### src/rtl/uart_cmd_pkg.sv
// Shared constants for the UART command responder: FSM encodings and
// command/response byte values.
package uart_cmd_pkg;

    // FSM state encodings
    localparam logic [2:0] S_IDLE      = 3'd0;
    localparam logic [2:0] S_GET_ADDR  = 3'd1;
    localparam logic [2:0] S_GET_DATA  = 3'd2;
    localparam logic [2:0] S_BUS_REQ   = 3'd3;
    localparam logic [2:0] S_SEND_RESP = 3'd4;

    // Command bytes
    localparam logic [7:0] CMD_WR = 8'h57;  // 'W'
    localparam logic [7:0] CMD_RD = 8'h52;  // 'R'

    // Reply bytes
    localparam logic [7:0] RSP_OK  = 8'h4B; // 'K'
    localparam logic [7:0] RSP_ERR = 8'h45; // 'E'
    localparam logic [7:0] RSP_BAD = 8'h3F; // '?'

endpackage

### src/rtl/uart_timeout_cnt.sv
// Clear/enable up-counter with a terminal-count flag. The flag rises in the
// LIMIT-th enabled cycle after a clear, and the count then holds there.
module uart_timeout_cnt #(
    parameter int LIMIT = 255
) (
    input  logic clk,
    input  logic Reset,
    input  logic i_clr,
    input  logic i_en,
    output logic o_tc
);
    localparam int CW = $clog2(LIMIT + 1);

    logic [CW-1:0] r_cnt;

    // Count enabled cycles; clear has priority, stop once terminal is reached
    always_ff @(posedge clk) begin
        if (Reset || i_clr)
            r_cnt <= '0;
        else if (i_en && !o_tc)
            r_cnt <= r_cnt + 1'b1;
    end

    assign o_tc = (r_cnt == CW'(LIMIT - 1));

endmodule

### src/rtl/uart_cmd_responder.sv
// Parses 'W'/'R' command frames popped from the UART RX FIFO, runs them as
// req/ack register bus transactions and pushes one reply byte per frame.
module uart_cmd_responder
    import uart_cmd_pkg::*;
#(
    parameter int Data_bits    = 9,
    parameter int Byte_timeout = 100000,
    parameter int Bus_timeout  = 255,
    parameter int Cnt_width    = 8
) (
    input  logic                 clk,
    input  logic                 Reset,
    input  logic                 rx_empty,
    input  logic [Data_bits-2:0] r_data,
    output logic                 rd_uart,
    input  logic                 incorrect_send,
    input  logic                 tx_full,
    output logic                 wr_uart,
    output logic [Data_bits-2:0] w_data,
    output logic                 bus_req,
    output logic                 bus_we,
    output logic [Data_bits-2:0] bus_addr,
    output logic [Data_bits-2:0] bus_wdata,
    input  logic                 bus_ack,
    input  logic [Data_bits-2:0] bus_rdata,
    output logic                 busy,
    output logic                 frame_err,
    output logic [Cnt_width-1:0] parity_err_cnt
);
    localparam int W = Data_bits - 1;

    logic [2:0]           r_state;
    logic                 r_we;
    logic [W-1:0]         r_addr;
    logic [W-1:0]         r_wdata;
    logic [W-1:0]         r_reply;
    logic                 r_wr_uart;
    logic [W-1:0]         r_w_data;
    logic                 r_frame_err;
    logic [Cnt_width-1:0] r_par_cnt;

    logic w_rx_state;
    logic w_pop;
    logic w_byte_tc;
    logic w_bus_tc;

    // Only the frame-collecting states pull bytes; later bytes wait in the FIFO
    assign w_rx_state = (r_state == S_IDLE) || (r_state == S_GET_ADDR) ||
                        (r_state == S_GET_DATA);
    assign w_pop      = w_rx_state && !rx_empty && !Reset;

    // Inter-byte timer: runs only mid-frame and restarts on every pop
    uart_timeout_cnt #(.LIMIT(Byte_timeout)) u_byte_tmr (
        .clk   (clk),
        .Reset (Reset),
        .i_clr (!(r_state == S_GET_ADDR || r_state == S_GET_DATA) || w_pop),
        .i_en  (r_state == S_GET_ADDR || r_state == S_GET_DATA),
        .o_tc  (w_byte_tc)
    );

    // Bus timer: counts from entry into BUS_REQ
    uart_timeout_cnt #(.LIMIT(Bus_timeout)) u_bus_tmr (
        .clk   (clk),
        .Reset (Reset),
        .i_clr (r_state != S_BUS_REQ),
        .i_en  (r_state == S_BUS_REQ),
        .o_tc  (w_bus_tc)
    );

    // Frame parser and transaction sequencer
    always_ff @(posedge clk) begin
        if (Reset) begin
            r_state     <= S_IDLE;
            r_we        <= 1'b0;
            r_addr      <= '0;
            r_wdata     <= '0;
            r_reply     <= '0;
            r_wr_uart   <= 1'b0;
            r_w_data    <= '0;
            r_frame_err <= 1'b0;
        end else begin
            r_wr_uart   <= 1'b0;
            r_frame_err <= 1'b0;
            case (r_state)
                S_IDLE: begin
                    if (w_pop) begin
                        if (r_data == W'(CMD_WR) || r_data == W'(CMD_RD)) begin
                            r_we    <= (r_data == W'(CMD_WR));
                            r_state <= S_GET_ADDR;
                        end else begin
                            r_reply <= W'(RSP_BAD);
                            r_state <= S_SEND_RESP;
                        end
                    end
                end
                S_GET_ADDR: begin
                    if (w_pop) begin
                        r_addr  <= r_data;
                        r_state <= r_we ? S_GET_DATA : S_BUS_REQ;
                    end else if (w_byte_tc) begin
                        r_frame_err <= 1'b1;
                        r_state     <= S_IDLE;
                    end
                end
                S_GET_DATA: begin
                    if (w_pop) begin
                        r_wdata <= r_data;
                        r_state <= S_BUS_REQ;
                    end else if (w_byte_tc) begin
                        r_frame_err <= 1'b1;
                        r_state     <= S_IDLE;
                    end
                end
                S_BUS_REQ: begin
                    // Ack beats a coincident timeout
                    if (bus_ack) begin
                        r_reply <= r_we ? W'(RSP_OK) : bus_rdata;
                        r_state <= S_SEND_RESP;
                    end else if (w_bus_tc) begin
                        r_reply <= W'(RSP_ERR);
                        r_state <= S_SEND_RESP;
                    end
                end
                S_SEND_RESP: begin
                    if (!tx_full) begin
                        r_wr_uart <= 1'b1;
                        r_w_data  <= r_reply;
                        r_state   <= S_IDLE;
                    end
                end
                default: r_state <= S_IDLE;
            endcase
        end
    end

    // Saturating parity-error counter, independent of frame state
    always_ff @(posedge clk) begin
        if (Reset)
            r_par_cnt <= '0;
        else if (incorrect_send && r_par_cnt != {Cnt_width{1'b1}})
            r_par_cnt <= r_par_cnt + 1'b1;
    end

    assign rd_uart        = w_pop;
    assign wr_uart        = r_wr_uart;
    assign w_data         = r_w_data;
    assign bus_req        = (r_state == S_BUS_REQ);
    assign bus_we         = r_we;
    assign bus_addr       = r_addr;
    assign bus_wdata      = r_wdata;
    assign busy           = (r_state != S_IDLE);
    assign frame_err      = r_frame_err;
    assign parity_err_cnt = r_par_cnt;

endmodule

### config.mk
export PLATFORM = sky130hd
export DESIGN_NAME = uart_cmd_responder
export DESIGN_NICKNAME = d
export VERILOG_FILES = /design/src/rtl/uart_cmd_pkg.sv /design/src/rtl/uart_timeout_cnt.sv /design/src/rtl/uart_cmd_responder.sv
export SDC_FILE = /design/constraint.sdc
export NUM_CORES = 1
export LEC_CHECK = 0
export BUFFER_PORTS_ARGS = -buffer_cell sky130_fd_sc_hd__buf_2
export CAP_MARGIN = 20
export CORE_UTILIZATION = 40
export CTS_CLUSTER_DIAMETER = 30
export DETAILED_ROUTE_END_ITERATION = 8
export SETUP_SLACK_MARGIN = 0.5
export SLEW_MARGIN = 0
export SYNTH_ARGS = -nofsm -noshare
export SYNTH_HDL_FRONTEND = slang
export SYNTH_SLANG_ARGS = --single-unit
### constraint.sdc
create_clock -name clk -period 1.9 [get_ports clk]
set_clock_uncertainty 0.1 [all_clocks]
set_input_delay 0.095 -clock clk [delete_from_list [all_inputs] [get_ports clk]]
set_output_delay 0.095 -clock clk [all_outputs]
set_load 0.02 [all_outputs]
==> reports/qor.csv <==
metric,value,unit
status,"finished, final reports clean",
dp_hpwl,5830,um
power.sequential.fraction,50.8,%
clock_tree.root_cell,sky130_fd_sc_hd__clkbuf_8,
drt_drc_violations_left,0,
maxClockFrequency,0.541,GHz
cp.required,2060,ps
largest_area_contributor_in_the_netlist,sky130_fd_sc_hd__dfxtp_1,
synth_ff_type,sky130_fd_sc_hd__dfxtp_1,
worst_skew_pair.late_latency,350,ps
critical_path.n_buffers_inverters,0,
cts_tree,done,
fin_crit_sh,97.3,%
layout.nets,551,
timing.critical_path.slowest_stage_cell,sky130_fd_sc_hd__or3_4,
critical-path-top-delay-family,simple AND/OR/NAND/NOR gates,
core.rowCount,32,
synth-warning-count,0,
cts.reportedPaths.clkPinSlew,80,ps
power-per-cell-area,573,mW/mm^2
num_vias,3406,
placement.io_buffers,59,
yosys_top_cell_area_share,44.1,%
yosysMostFrequentCell,sky130_fd_sc_hd__dfxtp_1,
sw_frac_of_total,25.5,%
timing.critical_path.mode_cell,sky130_fd_sc_hd__or3_4,
antenna_violating_nets_post_route,0,
grt_first_pass_wirelength,15200,um
netlist_instances,386,
power.static_leakage,2.05,nW
yosys_register_bits,71,
maximum_number_of_pins_on_one_net_before_global_route_repair,25,
syn_avg_cell_area,8.36,um^2
report.final.slew_viol_count,0,
instances_no_fill,632,
synth.area.top_cells,"sky130_fd_sc_hd__dfxtp_1 44%, sky130_fd_sc_hd__nand2_1 8.0%, sky130_fd_sc_hd__a21oi_1 5.0%, sky130_fd_sc_hd__nand3_1 4.5%, sky130_fd_sc_hd__xnor2_1 3.0%",
floorplan.die_area,0.00843,mm^2
dieWidth,91.8,um
cts.htree.levels,3,
worst_ir_drop_on_vdd,394,uV
diodes,0,
route.detailed.wl_per_inst,16.5,um
gr-usage-all-layers,22.7,%
initial_core_util,41.5,%
criticalPathCategory,reg -> reg,
unrepaired_setup_endpoints_after_global_routing,true,
synth.lib_cells_used.distinct,51,
internal-power,2.20,mW
share_clk_of_total_power,41.1,%
critPathMaxStageDelay,400,ps
final.min_clock_period,1850,ps
fin_worst_hold_slack,19.1,ps
detail_route.wirelength,10400,um
synth_seq_area_share,44.1,%
place_inst,551,
floorplan.core_area,0.00777,mm^2
cp-end-kind,flip-flop,
hold_path.class,in -> reg,
timing.critical_path.cells,or3_4 -> mux2_4 -> or3_4 -> a221oi_2,
initial_antenna_violation_count,0,
final_estimated_routing_congestion_in_global_placement,0.830,
cts.path.max_buffers,2,
arr_time_crit_path,2010,ps
synth_area,0.00323,mm^2
drt_iter0_drc,135,
numCtsBuffers,9,
switching_power,0.756,mW
syn-num-nets,412,
synth-edff-count,0,
max_cap_viol_count,0,
area_delta_synth_final,60.2,%
design.portCount,60,
total_power,2.96,mW
post_synth_most_frequent_cells,"71 x sky130_fd_sc_hd__dfxtp_1, 69 x sky130_fd_sc_hd__nand2_1, 32 x sky130_fd_sc_hd__a21oi_1",
first_pass_iters,4,
path_max_fanout,4,
die_h,91.8,um
slew-limit-headroom,72.3,%
layout-drive-gt1-share,48.9,%
finalHoldViolations,0,
filler_cell_count,624,
tightest_pin_transition,414,ps
async_flop_share,0,%
finalSetupViolations,0,
grt_pass1_vias,3150,
clock_sinks,71,
setup_total_negative_slack,0,ps
global_route.overflow_total,0,
comb_power_share,8.0,%
startpoint_kind_of_the_worst_setup_timing_path,flip-flop,
drt-vias-per-instance,5.39,
[power by group through the flow]
stage	sequential [mW]	combinational [mW]	clock (mW)
6_report	1.50	0.238	1.22
3_3_place_gp	1.55	0.163	0
2_1_floorplan	1.56	0.0857	0
3_5_place_dp	1.55	0.164	0
4_1_cts	1.52	0.213	1.23
5_1_grt	1.51	0.257	1.30
[sequential cells by signal, summed over array words and instances, names as in the netlist]
register	cells
wr_uart	1
bus_addr	8
frame_err	1
u_bus_tmr.r_cnt	8
w_data	8
bus_we	1
u_byte_tmr.r_cnt	17
bus_wdata	8
r_state	3
parity_err_cnt	8
r_reply	8
[cell type report]
type / instances / area (um^2) / area share (%)
clock buffer: 10 / 128 / 2.47
clock inverter: 6 / 61.3 / 1.19
inverter: 10 / 37.5 / 0.727
multi-input combinational: 288 / 2250 / 43.6
sequential: 71 / 1480 / 28.7
tap: 102 / 128 / 2.47
timing repair buffer: 145 / 1070 / 20.8
[metal layers]
metal,track usage [%],wire (um)
met3,4.15,537
met2,37.2,5070
met1,29.5,4690
met4,9.51,132
met5,0,0
[through the flow]
step           instance area (um^2)  util [%]  setup WS (ps)
6_report                       5170      66.5           51.3
5_1_grt                        5170      66.5           7.06
4_1_cts                        4630      59.7           72.0
3_5_place_dp                   3820      49.2           39.8
3_3_place_gp                   3820      49.2           86.3
2_1_floorplan                  3350         -          -91.1
[timing repair]
| action | CTS | global route |
|---|---|---|
| setup endpoints to repair | 67 | 69 |
| hold buffers | 16 | 0 |
| setup buffers | 22 | 25 |
| cloned | 1 | 1 |
| gates resized for setup | 72 | 79 |
| hold endpoints to repair | 24 | 0 |
| pin swaps | 38 | 53 |
[cell usage in the layout (no fill, tap or decap), types with 10 or more instances in the layout]
cell and count:
sky130_fd_sc_hd__buf_2 60, sky130_fd_sc_hd__nand2_1 55, sky130_fd_sc_hd__dfxtp_1 47, sky130_fd_sc_hd__buf_4 47, sky130_fd_sc_hd__nand3_1 25, sky130_fd_sc_hd__a21oi_1 24
sky130_fd_sc_hd__nor2_1 21, sky130_fd_sc_hd__buf_6 20, sky130_fd_sc_hd__dlygate4sd3_1 16, sky130_fd_sc_hd__dfxtp_4 13, sky130_fd_sc_hd__dfxtp_2 11, sky130_fd_sc_hd__nand2_2 10
[worst paths after layout]
kind	from	cells after the start	end	slack (ps)
worst min-delay path	incorrect_send	3	parity_err_cnt[2]	20
worst max register to register	r_state[1]	4	r_reply[5]	50
worst min register to register	r_reply[0]	2	w_data[0]	350
worst max-delay path	r_state[1]	4	r_reply[5]	50
[cells by family (layout without fill, tap and decap cells)]
logic type,Yosys count,in the layout,synth area share [%]
multiplexers,3,3,1.12
XOR/XNOR,14,14,3.80
adder cells (fa/ha/maj),4,4,1.55
AND/OR/NAND/NOR,191,191,30.2
buffers and inverters,27,171,3.68
flip-flops,71,71,44.1
AO/OA/AOI/OAI,76,76,15.6
[tightest hold or removal path, stage by stage]
cell,delay [ps]
sky130_fd_sc_hd__buf_2,140
sky130_fd_sc_hd__a21oi_1,150
sky130_fd_sc_hd__nor3_1,50
No activity file was read; power rests on OpenSTA's default activity.
